===== src/rtl/branch_predict_unit_pkg.sv =====
// Shared definitions for the branch prediction unit.
//   br_func3_e : conditional-branch func3 codes (BR_BEQ..BR_BGEU); 3'b010/3'b011 are undefined
//   bp_cnt_e   : 2-bit saturating counter encodings (BP_SNT, BP_WNT, BP_WT, BP_ST)
//   cnt_update : saturating increment/decrement of a prediction counter
package branch_predict_unit_pkg;

    typedef enum logic [2:0] {
        BR_BEQ  = 3'b000,
        BR_BNE  = 3'b001,
        BR_BLT  = 3'b100,
        BR_BGE  = 3'b101,
        BR_BLTU = 3'b110,
        BR_BGEU = 3'b111
    } br_func3_e;

    typedef enum logic [1:0] {
        BP_SNT = 2'd0,
        BP_WNT = 2'd1,
        BP_WT  = 2'd2,
        BP_ST  = 2'd3
    } bp_cnt_e;

    function automatic logic [1:0] cnt_update(input logic [1:0] cnt, input logic taken);
        logic [1:0] nxt;
        nxt = cnt;
        if (taken) begin
            if (cnt != BP_ST) nxt = cnt + 2'd1;
        end else begin
            if (cnt != BP_SNT) nxt = cnt - 2'd1;
        end
        return nxt;
    endfunction

endpackage


===== src/rtl/branch_predict_unit_branch_cond.sv =====
// Combinational branch condition evaluation at EX.
//   func3      in  branch type
//   z/c/s/v    in  ALU flags of rs1-rs2
//   cond       out resolved outcome (0 for undefined func3)
//   illegal    out func3 is not a defined conditional-branch code
module branch_cond
    import branch_predict_unit_pkg::*;
(
    input  logic [2:0] func3,
    input  logic       z,
    input  logic       c,
    input  logic       s,
    input  logic       v,
    output logic       cond,
    output logic       illegal
);

    always_comb begin
        cond    = 1'b0;
        illegal = 1'b0;
        case (func3)
            BR_BEQ:  cond = z;
            BR_BNE:  cond = ~z;
            BR_BLT:  cond = s ^ v;
            BR_BGE:  cond = ~(s ^ v);
            BR_BLTU: cond = ~c;
            BR_BGEU: cond = c;
            default: illegal = 1'b1;
        endcase
    end

endmodule


===== src/rtl/branch_predict_unit.sv =====
// Branch prediction unit: 2-bit saturating counter table looked up at IF, resolved and
// trained at EX, with a registered redirect (mispredict) pulse one cycle after resolve.
//   clk, rst_n            clock; synchronous active-low reset
//   if_valid, if_pc       IF lookup request / fetch PC
//   if_pred_taken         prediction from the registered table (0 when !if_valid)
//   ex_valid, ex_pc       EX conditional branch present / its PC
//   ex_func3, ex_z..ex_v  branch type and ALU flags
//   ex_pred_taken         prediction that travelled with the branch
//   mispredict, actual_taken, res_valid, illegal_br   registered resolve results
// Optional build macro BPU_STATS_EN adds stat_branches / stat_mispred counters.
// Parameters: IDX_W (table index width), GSHARE (0 bimodal, 1 gshare), CNT_INIT (reset counter).
module branch_predict_unit
    import branch_predict_unit_pkg::*;
#(
    parameter int unsigned IDX_W    = 6,
    parameter int unsigned GSHARE   = 0,
    parameter int unsigned CNT_INIT = 1
) (
    input  logic        clk,
    input  logic        rst_n,
    input  logic        if_valid,
    input  logic [31:0] if_pc,
    output logic        if_pred_taken,
    input  logic        ex_valid,
    input  logic [31:0] ex_pc,
    input  logic [2:0]  ex_func3,
    input  logic        ex_z,
    input  logic        ex_c,
    input  logic        ex_s,
    input  logic        ex_v,
    input  logic        ex_pred_taken,
    output logic        mispredict,
    output logic        actual_taken,
    output logic        res_valid,
    output logic        illegal_br
`ifdef BPU_STATS_EN
    ,
    output logic [31:0] stat_branches,
    output logic [31:0] stat_mispred
`endif
);

    localparam int unsigned ENTRIES = 1 << IDX_W;

    logic [1:0]       cnt_q [ENTRIES];
    logic [1:0]       cnt_d [ENTRIES];
    logic [IDX_W-1:0] ghr_q, ghr_d;
    logic             res_valid_q, res_valid_d;
    logic             actual_taken_q, actual_taken_d;
    logic             mispredict_q, mispredict_d;
    logic             illegal_br_q, illegal_br_d;

    logic [IDX_W-1:0] hist;
    logic [IDX_W-1:0] if_idx;
    logic [IDX_W-1:0] ex_idx;
    logic             cond;
    logic             illegal;
    logic             train;
    logic             pc_unused;

    // PC bits outside the index field carry no information for the table.
    assign pc_unused = ^{if_pc[31:IDX_W+2], if_pc[1:0], ex_pc[31:IDX_W+2], ex_pc[1:0]};

    branch_cond u_branch_cond (
        .func3   (ex_func3),
        .z       (ex_z),
        .c       (ex_c),
        .s       (ex_s),
        .v       (ex_v),
        .cond    (cond),
        .illegal (illegal)
    );

    // Both ports hash with the pre-edge history; the GHR only moves on a legal resolve.
    assign hist   = (GSHARE != 0) ? ghr_q : '0;
    assign if_idx = if_pc[IDX_W+1:2] ^ hist;
    assign ex_idx = ex_pc[IDX_W+1:2] ^ hist;
    assign train  = ex_valid & ~illegal;

    // Read straight from the registered table: a same-cycle update is not bypassed.
    assign if_pred_taken = if_valid & cnt_q[if_idx][1];

    always_comb begin
        cnt_d          = cnt_q;
        ghr_d          = ghr_q;
        res_valid_d    = ex_valid;
        actual_taken_d = ex_valid & cond;
        mispredict_d   = ex_valid & (cond ^ ex_pred_taken);
        illegal_br_d   = ex_valid & illegal;
        if (train) begin
            cnt_d[ex_idx] = cnt_update(cnt_q[ex_idx], cond);
            ghr_d         = {ghr_q[IDX_W-2:0], cond};
        end
    end

    always_ff @(posedge clk) begin
        if (!rst_n) begin
            for (int unsigned i = 0; i < ENTRIES; i++) begin
                cnt_q[i] <= 2'(CNT_INIT);
            end
            ghr_q          <= '0;
            res_valid_q    <= 1'b0;
            actual_taken_q <= 1'b0;
            mispredict_q   <= 1'b0;
            illegal_br_q   <= 1'b0;
        end else begin
            cnt_q          <= cnt_d;
            ghr_q          <= ghr_d;
            res_valid_q    <= res_valid_d;
            actual_taken_q <= actual_taken_d;
            mispredict_q   <= mispredict_d;
            illegal_br_q   <= illegal_br_d;
        end
    end

    assign res_valid    = res_valid_q;
    assign actual_taken = actual_taken_q;
    assign mispredict   = mispredict_q;
    assign illegal_br   = illegal_br_q;

`ifdef BPU_STATS_EN
    logic [31:0] stat_branches_q, stat_branches_d;
    logic [31:0] stat_mispred_q, stat_mispred_d;

    // Counted at the edge that raises the pulse, so the totals include the pulse on display.
    always_comb begin
        stat_branches_d = stat_branches_q + {31'd0, res_valid_d};
        stat_mispred_d  = stat_mispred_q + {31'd0, mispredict_d};
    end

    always_ff @(posedge clk) begin
        if (!rst_n) begin
            stat_branches_q <= '0;
            stat_mispred_q  <= '0;
        end else begin
            stat_branches_q <= stat_branches_d;
            stat_mispred_q  <= stat_mispred_d;
        end
    end

    assign stat_branches = stat_branches_q;
    assign stat_mispred  = stat_mispred_q;
`endif

endmodule


===== config.mk =====
export PLATFORM = sky130hd
export DESIGN_NAME = branch_predict_unit
export DESIGN_NICKNAME = d
export VERILOG_FILES = /design/src/rtl/branch_predict_unit_pkg.sv /design/src/rtl/branch_predict_unit_branch_cond.sv /design/src/rtl/branch_predict_unit.sv
export SDC_FILE = /design/constraint.sdc
export NUM_CORES = 1
export LEC_CHECK = 0
export ABC_CLOCK_PERIOD_IN_PS = 7820
export CAP_MARGIN = 20
export CORE_ASPECT_RATIO = 1.25
export CORE_MARGIN = 2
export CORE_UTILIZATION = 34
export CTS_BUF_LIST = sky130_fd_sc_hd__clkbuf_16
export DETAILED_ROUTE_END_ITERATION = 10
export GPL_TIMING_DRIVEN = 0
export PLACE_DENSITY_LB_ADDON = 0.12
export SYNTH_ARGS = -nofsm -noshare
export SYNTH_HDL_FRONTEND = slang
export SYNTH_SLANG_ARGS = --single-unit

===== constraint.sdc =====
create_clock -name clk -period 7.82 [get_ports clk]
set_input_delay 1.955 -clock clk [delete_from_list [all_inputs] [get_ports clk]]
set_output_delay 1.955 -clock clk [all_outputs]
set_load 0.1 [all_outputs]

=== Word-level counts from Yosys, hierarchy flattened ===
Index checks and enable logic that the tools add are counted.

* Eq/ne operators: 6
* Add/sub/neg operators: 2
* Magnitude comparators: 3
* Muxes and demuxes: 15
* Reduce and logical (&&, ||, !) cells: 4
* Bitwise gates (word level): 12

{| class="wikitable"
|+ Operators with widths
! cell !! number
|-
| bitwise mux 128 bit || 1
|-
| binary-select mux 2 bit (select 6 bit) || 2
|-
| two-way mux 2 bit || 9
|-
| >= comparator 7 bit (second input constant) || 2
|-
| inverter 6 -> 7 bit || 2
|-
| demux 2 bit (select 6 bit) || 1
|-
| equality test 3 bit (second input constant) || 4
|-
| < comparator 7 x 1 -> 1 bit (second input constant) || 1
|-
| case mux 1 bit (6 select lines) || 1
|-
| OR reduction 6 bit || 1
|-
| bitwise AND 1 bit || 5
|-
| equality test 3 x 1 -> 1 bit (second input constant) || 1
|-
| zero test 3 bit || 1
|-
| inverter 1 bit || 3
|-
| adder 2 x 1 -> 2 bit (second input constant) || 1
|-
| inequality test 2 bit (second input constant) || 1
|-
| nonzero test 2 bit || 1
|-
| subtractor 2 x 1 -> 2 bit (second input constant) || 1
|-
| bitwise XOR 1 bit || 2
|-
| logical AND 1 bit || 1
|-
| two-way mux 1 bit || 1
|}

* Output and inout port bits: 5
* Bits of input ports: 76
* Flip-flop bits (word level): 132
* Logic and storage cells: 110

=== Longest topological paths before layout ===
Gate-level depths: netlist of run 1.

* Depth in word-level cells: 9
* Depth in mapped cells: 12

=== Hierarchy ===
Synthesis of run 1 repeated with hierarchy kept, for this count alone.

* Cells, all modules: 785
* Area total of the unflattened synthesis: 7,608.5 um^2

{| class="wikitable"
|+ By module, submodules not included
! module !! instances !! area an instance (um^2) !! seq. area each (um^2) !! cells each
|-
| branch_predict_unit || 1 || 7,534.7 || 2,642.5 || 774
|-
| branch_cond || 1 || 73.8 || 0.0 || 11
|}

=== Least setup slack after synthesis of run 1 ===
OpenSTA, ideal clock, no wires.

* Path kind: input -> output
* From: input if_pc[2]
* To: output if_pred_taken
* Stages on the path: 6
* Data arrival time: 4.405 ns
* Required time: 5.865 ns
* Slack: 1.460 ns
* Cell sequence: buf_2 -> buf_2 -> mux4_2 -> mux4_2 -> mux4_2 -> and2_1

* Cells in the longest elaborated chain, start to end: 5

{| class="wikitable"
|+ RTL lines
! what !! RTL line !! RTL
|-
| from (decl) || branch_predict_unit.sv:22 || <nowiki>input logic [31:0] if_pc,</nowiki>
|-
| inverter 6 -> 7 bit (not written as such) || branch_predict_unit.sv:81 || <nowiki>assign if_pred_taken = if_valid & cnt_q[if_idx][1];</nowiki>
|-
| binary-select mux 2 bit (select 6 bit) || branch_predict_unit.sv:81 ||
|-
| two-way mux 2 bit (not written as such) (2 in series) || branch_predict_unit.sv:81 ||
|-
| bitwise AND 1 bit || branch_predict_unit.sv:81 ||
|-
| to (decl) || branch_predict_unit.sv:23 || <nowiki>output logic if_pred_taken,</nowiki>
|}

No other way between the ends. The select of a mux whose other input is x is not followed.

=== Worst setup path in the final report of run 1 ===
* From: input if_pc[3]
* To: output if_pred_taken

Same word-level chain as after synthesis.

==> impl_metrics.yaml, run 1 <==
timing:
  hold_viol_final: 0
  fmax_ghz: 0.131
  setup_ws_ns: 0.195
  rsz0062_at_grt: "false"
  holdWs_ns: 0.470
  drv_slew: 0
  finalSetupViolCount: 0
  max_slew_margin: 0.250
  tightest_slew_ns: 1.12
  tns_ns: 0
  post-route-min-period_ns: 7.63
  skew_ns: 0.00741
  timing.final.crit_share: 0.975
logic_synthesis:
  synth_edf_count: 0
  ys_types: 54
  syn_nets: 840
  syn_area_mm2: 0.00703
  synth_top_area_share: 0.376
  synth_warnings: 0
  synth-async-reset-ratio: 0
  ys_seq_area_frac: 0.376
  synthTopCellsByArea: "dfxtp_1 38%, o211ai_2 11%, mux4_2 9.3%, nand3_1 9.2%, nand2_1 7.3%"
  syn_avg_cell_area_um2: 9.20
  ys_ff_latch: 132
  synth_area_leader_cell: "dfxtp_1"
  synth_cells: 764
  synthFlopType: "dfxtp_1"
clock_tree:
  cts_buffers: 17
  clkLatencyLatePin_ns: 0.43
  cts_sinks: 132
  cts_max_path_buffers: 2
  cts_tree: "yes"
  postCtsResizedCells: 0
  path_clk_slew_ns: 0.06
  cts_root_buffer: "clkbuf_16"
  ctsHoldBuffers: 0
  post_cts_buffers: 0
  h-tree-depth: 4
global_route:
  grt_usage: 0.251
  grt_start_max_net_pins: 17
  top_usage_layer: "met2"
  grtUsageMet2: 0.412
  grt_pass1_wl_um: 40200
  use_met1: 0.309
  grt_overflow: 0
  globalRouteMet3Util: 0.0448
  grt_pass1_vias: 6483
  grt_antenna_before_repair: 0
floorplan:
  rows: 58
  fp.dieArea_mm2: 0.0218
  start_util: 0.348
  chipWidth_um: 133
  io_pins: 81
  coreArea_mm2: 0.0202
  die_h_um: 165
finish:
  fin_util: 0.410
  antenna_cells: 0
  layout-drive-gt1-share: 0.207
  multiInputGateArea_mm2: 0.00398
  area_delta_synth_final_pct: 17.7
  n_fill_cell: 2080
  finalNetCount: 883
  seq_area_mm2: 0.00264
worst_setup_path:
  startpoint_type: "input pin"
  cp_common_cell: "mux4_2"
  worst_setup_path_end_kind: "output port"
  critPathTopFamily: "buffers and inverters"
  crit_fanout: 10
  crit_arrival_ns: 5.67
  path_cells: "buf_1 > clkbuf_1 > mux4_2 > mux4_2 > mux4_2 > and2_1 > clkdlybuf4s50_1"
  crit_type: "in2out"
  slowest_delay_ns: 0.95
  cp_num_buf_inv: 3
  cp.required_ns: 5.87
  regToRegStartpoint: "cnt_q[90]"
  crit_path_top_delay_cell: "clkdlybuf4s50_1"
  critPathLaunch: "if_pc[3]"
hold_path:
  hp-start: "cnt_q[50]"
  min_path_type: "reg2reg"
routing:
  drc: 0
  routedWlPerCell_um: 24.6
  routed_wl_um: 26800
  via_count: 6593
  first_pass_iters: 5
  avgViaCountPerCell: 6.05
  drt_iter0_drc: 800
  ant_nets: 0
placement:
  dp_slack_ns: 0.219
  io_buffers: 23
  hpwl_um: 19000
  gp_congestion: 0.969
pwr:
  leakage_nw: 3.09
  ir_drop_mv: 0.131
  powerDensity_mw_per_mm2: 220
flow_run:
  cap_violations: 0
outcome:
  status: "finished clean"
==> cells by family (layout without fill, tap and decap cells) <==
logic type,count (synthesis),in the layout,synth area share
compound gates,188,188,0.231
xor+xnor,4,4,0.00499
fa+ha+maj,2,2,0.00320
buf+inv,76,132,0.0586
flops,132,132,0.376
mux,49,49,0.124
simple gates,313,313,0.202
==> cells in the mapped netlist (all sizes together), types with 2 or more instances <==
cell and count:
a221o 6, a221oi 28, a22oi 2, and2 5, buf 30, clkbuf 42
dfxtp 132, inv 3, maj3 2, mux2 12, mux2i 8, mux4 29
nand2 137, nand2b 3, nand3 129, nand3b 3, nor2 20, nor2b 6
nor3 4, o2111a 2, o211a 2, o211ai 65, o21ai 65, o221ai 2
o22ai 4, o2bb2ai 4, xnor2 2, xor2 2
==> through the flow <==
step                cell area, µm²  std cells  total power (W)
floorplan                     7030        764         0.000846
global placement              7600       1057         0.000925
global route                  8270       1090          0.00187
detailed placement            7610       1057         0.000928
CTS                           8260       1089          0.00183
finish                        8270       1090          0.00182
==> state kept, by name, indices dropped and copies added, names as in the netlist <==
name,flops
cnt_q,128
actual_taken,1
illegal_br,1
mispredict,1
res_valid,1
==> area by class of cell <==
type | instances | area share
plain buffers | 72 | 0.0480
clock buffers | 17 | 0.0514
clock inverters | 15 | 0.0274
inverters | 4 | 0.00182
multi-input cells | 556 | 0.482
flip-flops and latches | 132 | 0.320
well taps | 270 | 0.0409
repair buffers | 24 | 0.0292
==> worst reg2reg max path, stage by stage, from the launching register on <==
cell and delay [ns]:
dfxtp_1 0.31, mux2_1 0.33, a221o_1 0.31, a221oi_1 0.48, or3_1 0.21, o211a_1 0.15, maj3_2 0.44, buf_6 0.22
o21ai_1 0.09
==> per-layer routing <==
metal,part of all wire,up-vias
met4,0.048,0
met1,0.40,3196
met5,0,-
li1,-,2965
met2,0.47,354
met3,0.075,78
==> layout by cell type, fill, tap and decap left out, drive strengths merged, types with 5 or more instances in the layout <==
cell	instances
a221o	6
a221oi	28
and2	5
buf	31
bufinv	5
clkbuf	59
clkdlybuf4s50	23
clkinv	5
dfxtp	132
inv	7
mux2	12
mux2i	8
mux4	29
nand2	137
nand3	129
nor2	20
nor2b	6
o211ai	65
o21ai	65
==> worst paths after layout <==
kind	endpoint	slack, ns	cells past startpoint
setup / recovery	if_pred_taken	0.19	7
setup reg to reg	cnt_q[89]	5.17	8
hold reg to reg	cnt_q[50]	0.47	2
hold / removal	cnt_q[50]	0.47	2
==> power breakdown <==
group	switching [W]	internal, W
sequential	0.00000254	0.000677
combinational	0.000168	0.0000710
clock	0.000335	0.000569
(Power assumes the default switching activity.)
==> run 2, diff against run 1 <==
--- a/config.mk
+++ b/config.mk
@@ -9,7 +9,7 @@
 export CAP_MARGIN = 20
 export CORE_ASPECT_RATIO = 1.25
 export CORE_MARGIN = 2
-export CORE_UTILIZATION = 34
+export CORE_UTILIZATION = 35
 export CTS_BUF_LIST = sky130_fd_sc_hd__clkbuf_16
 export DETAILED_ROUTE_END_ITERATION = 10
 export GPL_TIMING_DRIVEN = 0
==> run 2 against run 1 <==
Compared with the run above: register-to-register slack is essentially flat; setup slack improved by 0.081 ns; design area down 0.68%; critical path depth is the same; die area is 2.8% lower; critical path type unchanged; fmax increased by 1.1%; clock-buffer cell count stayed put; hold slack better by 0.0041 ns; clock skew grew 0.00072 ns; combinational power hardly changed; wire length barely moved; final cell count down 0.55%.
==> impl_metrics.yaml, run 2 (synthesized netlist as in run 1, its figures left out) <==
routing:
  first_pass_iters: 5
  drt_iter0_drc: 686
  avgViaCountPerCell: 6.06
  via_count: 6571
  ant_nets: 0
  routed_wl_um: 26800
  drc: 0
  routedWlPerCell_um: 24.7
floorplan:
  start_util: 0.360
  fp.dieArea_mm2: 0.0212
  coreArea_mm2: 0.0195
  die_h_um: 162
  io_pins: 81
  rows: 57
  chipWidth_um: 131
placement:
  io_buffers: 23
  postPlaceCellArea_mm2: 0.00760
  gp_congestion: 0.960
  post-place-cells: 1052
  hpwl_um: 19300
pwr:
  ir_drop_mv: 0.157
  leakage_nw: 3.06
  powerDensity_mw_per_mm2: 215
  finalPower_w: 0.00176
finish:
  mostFrequentLayoutCell: "nand2_1"
  largest_register_ff_count: 128
  layout-drive-gt1-share: 0.203
  finalNetCount: 882
  antenna_cells: 0
  finalNonFillerCells: 1084
  layout_common_cells: "137 x nand2_1, 132 x dfxtp_1, 129 x nand3_1"
  area_delta_synth_final_pct: 16.9
  largest_register: "cnt_q"
  fin_util: 0.420
  postLayoutCellArea_mm2: 0.00821
global_route:
  grt_overflow: 0
  grt_pass1_wl_um: 39700
  grt_antenna_before_repair: 0
  grt_pass1_vias: 6397
  grt_start_max_net_pins: 17
  grt_usage: 0.257
worst_setup_path:
  path_cells: "buf_1 > clkbuf_1 > mux4_2 > mux4_2 > mux4_2 > and2_1 > clkdlybuf4s50_1"
  crit_type: "in2out"
  worst_setup_path_end_kind: "output port"
  crit_path_top_delay_cell: "clkdlybuf4s50_1"
  crit_arrival_ns: 5.59
  cp.required_ns: 5.87
  cp_common_cell: "mux4_2"
  crit_fanout: 10
  startpoint_type: "input pin"
  slowest_delay_ns: 0.96
timing:
  tightest_slew_ns: 1.09
  skew_ns: 0.00813
  rsz0062_at_grt: "false"
  fmax_ghz: 0.133
  hold_viol_final: 0
  tns_ns: 0
  post-route-min-period_ns: 7.54
  timing.final.crit_share: 0.965
  max_slew_margin: 0.271
  drv_slew: 0
  finalSetupViolCount: 0
clock_tree:
  cts_root_buffer: "clkbuf_16"
  cts_max_path_buffers: 2
  clkLatencyLatePin_ns: 0.43
  cts_sinks: 132
  postCtsResizedCells: 0
  path_clk_slew_ns: 0.06
  cts_tree: "yes"
  post_cts_buffers: 0
  cts_buffers: 17
  h-tree-depth: 4
  ctsHoldBuffers: 0
hold_path:
  min_path_type: "reg2reg"
flow_run:
  cap_violations: 0
outcome:
  status: "finished clean"
-- run 2: cell count changes in the layout (fill, tap and decap cells not counted), sizes merged --
cell	before	now
buf	31	30
bufinv	5	4
clkinv	5	10
clkinvlp	2	1
inv	7	4
-- run 2: layer usage --
layer	global-route usage	vias up	share of wire
li1	-	2949	-
met4	0.127	0	0.049
met3	0.0512	82	0.073
met5	0	-	0
met2	0.419	328	0.48
met1	0.322	3212	0.40
-- run 2: worst max-delay path: cells and delay by family --
family        cells  cell delay, ns
mux               3            1.43
simple gates      1            0.16
buf+inv           3            2.02
-- run 2: worst paths after layout --
| check | slack (ns) | depth (start not counted) | from | endpoint |
|---|---|---|---|---|
| worst min-delay path | 0.47 | 2 | cnt_q[126] | cnt_q[126] |
| worst min register to register | 0.47 | 2 | cnt_q[126] | cnt_q[126] |
| worst max-delay path | 0.28 | 7 | if_pc[3] | if_pred_taken |
| worst max register to register | 5.17 | 9 | cnt_q[90] | cnt_q[62] |
-- run 2: where the power goes --
group	leakage [nW]	switching (W)	internal, W	total, W
logic	1.70	0.000167	0.0000706	0.000237
clock network	0.297	0.000317	0.000529	0.000846
registers	1.07	0.00000247	0.000677	0.000679
-- run 2: layout make-up --
class                   instances  area [µm²]
multi-input cells             556        3980
fillers                      1980       11300
plain buffers                  72         397
repair buffers                 23         230
clock buffers                  17         425
well taps                     265         332
flip-flops and latches        132        2640
clock inverters                15         188
inverters                       4        15.0
-- run 2: through the flow --
step	hold WS (ns)	setup WS [ns]
global route	0.493	0.197
detailed placement	0.462	0.279
global placement	0.450	0.251
CTS	0.477	0.279
finish	0.474	0.276
floorplan	0.439	1.46
==> run 3, diff against run 2 <==
--- a/config.mk
+++ b/config.mk
@@ -9,11 +9,12 @@
 export CAP_MARGIN = 20
 export CORE_ASPECT_RATIO = 1.25
 export CORE_MARGIN = 2
-export CORE_UTILIZATION = 35
+export CORE_UTILIZATION = 29
 export CTS_BUF_LIST = sky130_fd_sc_hd__clkbuf_16
 export DETAILED_ROUTE_END_ITERATION = 10
 export GPL_TIMING_DRIVEN = 0
 export PLACE_DENSITY_LB_ADDON = 0.12
+export SLEW_MARGIN = 5
 export SYNTH_ARGS = -nofsm -noshare
 export SYNTH_HDL_FRONTEND = slang
 export SYNTH_SLANG_ARGS = --single-unit
==> run 3 against run 2 <==
Compared with the run above: clock skew rose by 0.0021 ns; sequential power barely moved; setup slack got worse by 0.13 ns; design area did not move; wire length rose by 2.6%; critical path type unchanged.
==> impl_metrics.yaml, run 3 (synthesized netlist as in run 1, its figures left out) <==
outcome:
  status: "finished clean"
finish:
  largest_register: "cnt_q"
  layout-drive-gt1-share: 0.203
  mostFrequentLayoutCell: "nand2_1"
  finalNonFillerCells: 1144
  fin_util: 0.345
  postLayoutCellArea_mm2: 0.00821
  area_delta_synth_final_pct: 16.9
  n_fill_cell: 2498
  antenna_cells: 0
  largest_register_ff_count: 128
  layout_common_cells: "137 x nand2_1, 132 x dfxtp_1, 129 x nand3_1"
  finalNetCount: 884
pwr:
  combPwrFrac: 0.145
  ir_drop_mv: 0.108
  switching_share: 0.289
  power_frac_clock: 0.443
  powerDensity_mw_per_mm2: 201
  internal_power_w: 0.00117
  leakage_nw: 3.04
  p_switching_w: 0.000478
  seq_power_share: 0.411
routing:
  via_count: 6655
  routed_wl_um: 27500
  routedWlPerCell_um: 24.0
  drc: 0
  drt_iter0_drc: 688
  avgViaCountPerCell: 5.82
  ant_nets: 0
  first_pass_iters: 6
floorplan:
  chipWidth_um: 143
  die_h_um: 178
  coreArea_mm2: 0.0238
  rows: 63
  fp.dieArea_mm2: 0.0255
  start_util: 0.295
  io_pins: 81
clock_tree:
  cts_tree: "yes"
  postCtsResizedCells: 0
  cts_sinks: 132
  path_clk_slew_ns: 0.05
  cts_buffers: 17
  h-tree-depth: 4
  ctsHoldBuffers: 0
  cts_root_buffer: "clkbuf_16"
  post_cts_buffers: 0
  clkLatencyLatePin_ns: 0.42
  cts_max_path_buffers: 2
global_route:
  grt_pass1_wl_um: 41000
  grt_antenna_before_repair: 0
  grt_start_max_net_pins: 17
  grt_usage: 0.221
  grt_pass1_vias: 6512
  grt_overflow: 0
timing:
  post-route-min-period_ns: 7.67
  max_slew_margin: 0.263
  rsz0062_at_grt: "false"
  timing.final.crit_share: 0.981
  drv_slew: 0
  skew_ns: 0.0103
  hold_viol_final: 0
  tns_ns: 0
  tightest_slew_ns: 1.10
  holdWs_ns: 0.467
  finalSetupViolCount: 0
  fmax_ghz: 0.130
hold_path:
  min_path_type: "reg2reg"
worst_setup_path:
  path_cells: "buf_1 > clkbuf_1 > mux4_2 > mux4_2 > mux4_2 > and2_1 > clkdlybuf4s50_1"
  cp.required_ns: 5.87
  ff2ff_setup_slack_ns: 5.19
  critPathTopFamily: "buffers and inverters"
  crit_type: "in2out"
  crit_path_top_delay_cell: "clkdlybuf4s50_1"
  startpoint_type: "input pin"
  worst_setup_path_end_kind: "output port"
  crit_fanout: 10
  cp_common_cell: "mux4_2"
  crit_arrival_ns: 5.72
  slowest_delay_ns: 0.96
  cp_num_buf_inv: 3
flow_run:
  cap_violations: 0
placement:
  hpwl_um: 19700
  post-place-cells: 1114
  postPlaceCellArea_mm2: 0.00769
  gp_congestion: 0.965
  io_buffers: 23
-- run 3: changes by cell type in the layout (fill, tap and decap cells not counted), moves of 2 or more --
cell / delta
bufinv_16: -3
clkinv_1: -2
buf_4: +2
inv_1: +2
clkinv_2: +2
-- run 3: metrics by stage --
| step | power (W) | setup WS (ns) |
|---|---|---|
| 3_3_place_gp | 0.000927 | 0.253 |
| 6_report | 0.00165 | 0.150 |
| 5_1_grt | 0.00171 | 0.165 |
| 4_1_cts | 0.00166 | 0.197 |
| 2_1_floorplan | 0.000846 | 1.46 |
| 3_5_place_dp | 0.000931 | 0.197 |
-- run 3: area by class of cell --
cell class | instances | area [µm²] | share of cell area
Sequential cell | 132 | 2640 | 0.322
Timing Repair Buffer | 25 | 245 | 0.0299
Inverter | 4 | 15.0 | 0.00183
Tap cell | 325 | 407 | 0.0495
Clock inverter | 13 | 97.6 | 0.0119
Buffer | 72 | 397 | 0.0483
Multi-Input combinational cell | 556 | 3980 | 0.485
Clock buffer | 17 | 425 | 0.0518
-- run 3: worst min-delay path, delay by kind of cell (launching register included) --
kind / cells / cell delay (ns)
flops: 1 / 0.31
simple gates: 1 / 0.06
compound gates: 1 / 0.05
-- run 3: metal layers --
layer / track usage / share of wire / vias up
met2: 0.360 / 0.47 / 328
met5: 0 / 0 / -
met3: 0.0475 / 0.074 / 71
li1: - / - / 2962
met4: 0.109 / 0.049 / 0
met1: 0.276 / 0.41 / 3294
-- run 3: final timing paths --
kind | start | end | cells after the start
min reg2reg | cnt_q[107] | cnt_q[107] | 2
min | cnt_q[107] | cnt_q[107] | 2
max | if_pc[3] | if_pred_taken | 7
max reg2reg | cnt_q[90] | cnt_q[118] | 9
-- run 3: power by group through the flow --
stage	Clock, W	Sequential, W	Combinational [W]
6_report	0.000732	0.000679	0.000240
5_1_grt	0.000775	0.000679	0.000251
4_1_cts	0.000741	0.000679	0.000237
3_5_place_dp	0	0.000694	0.000237
3_3_place_gp	0	0.000694	0.000233
2_1_floorplan	0	0.000701	0.000146
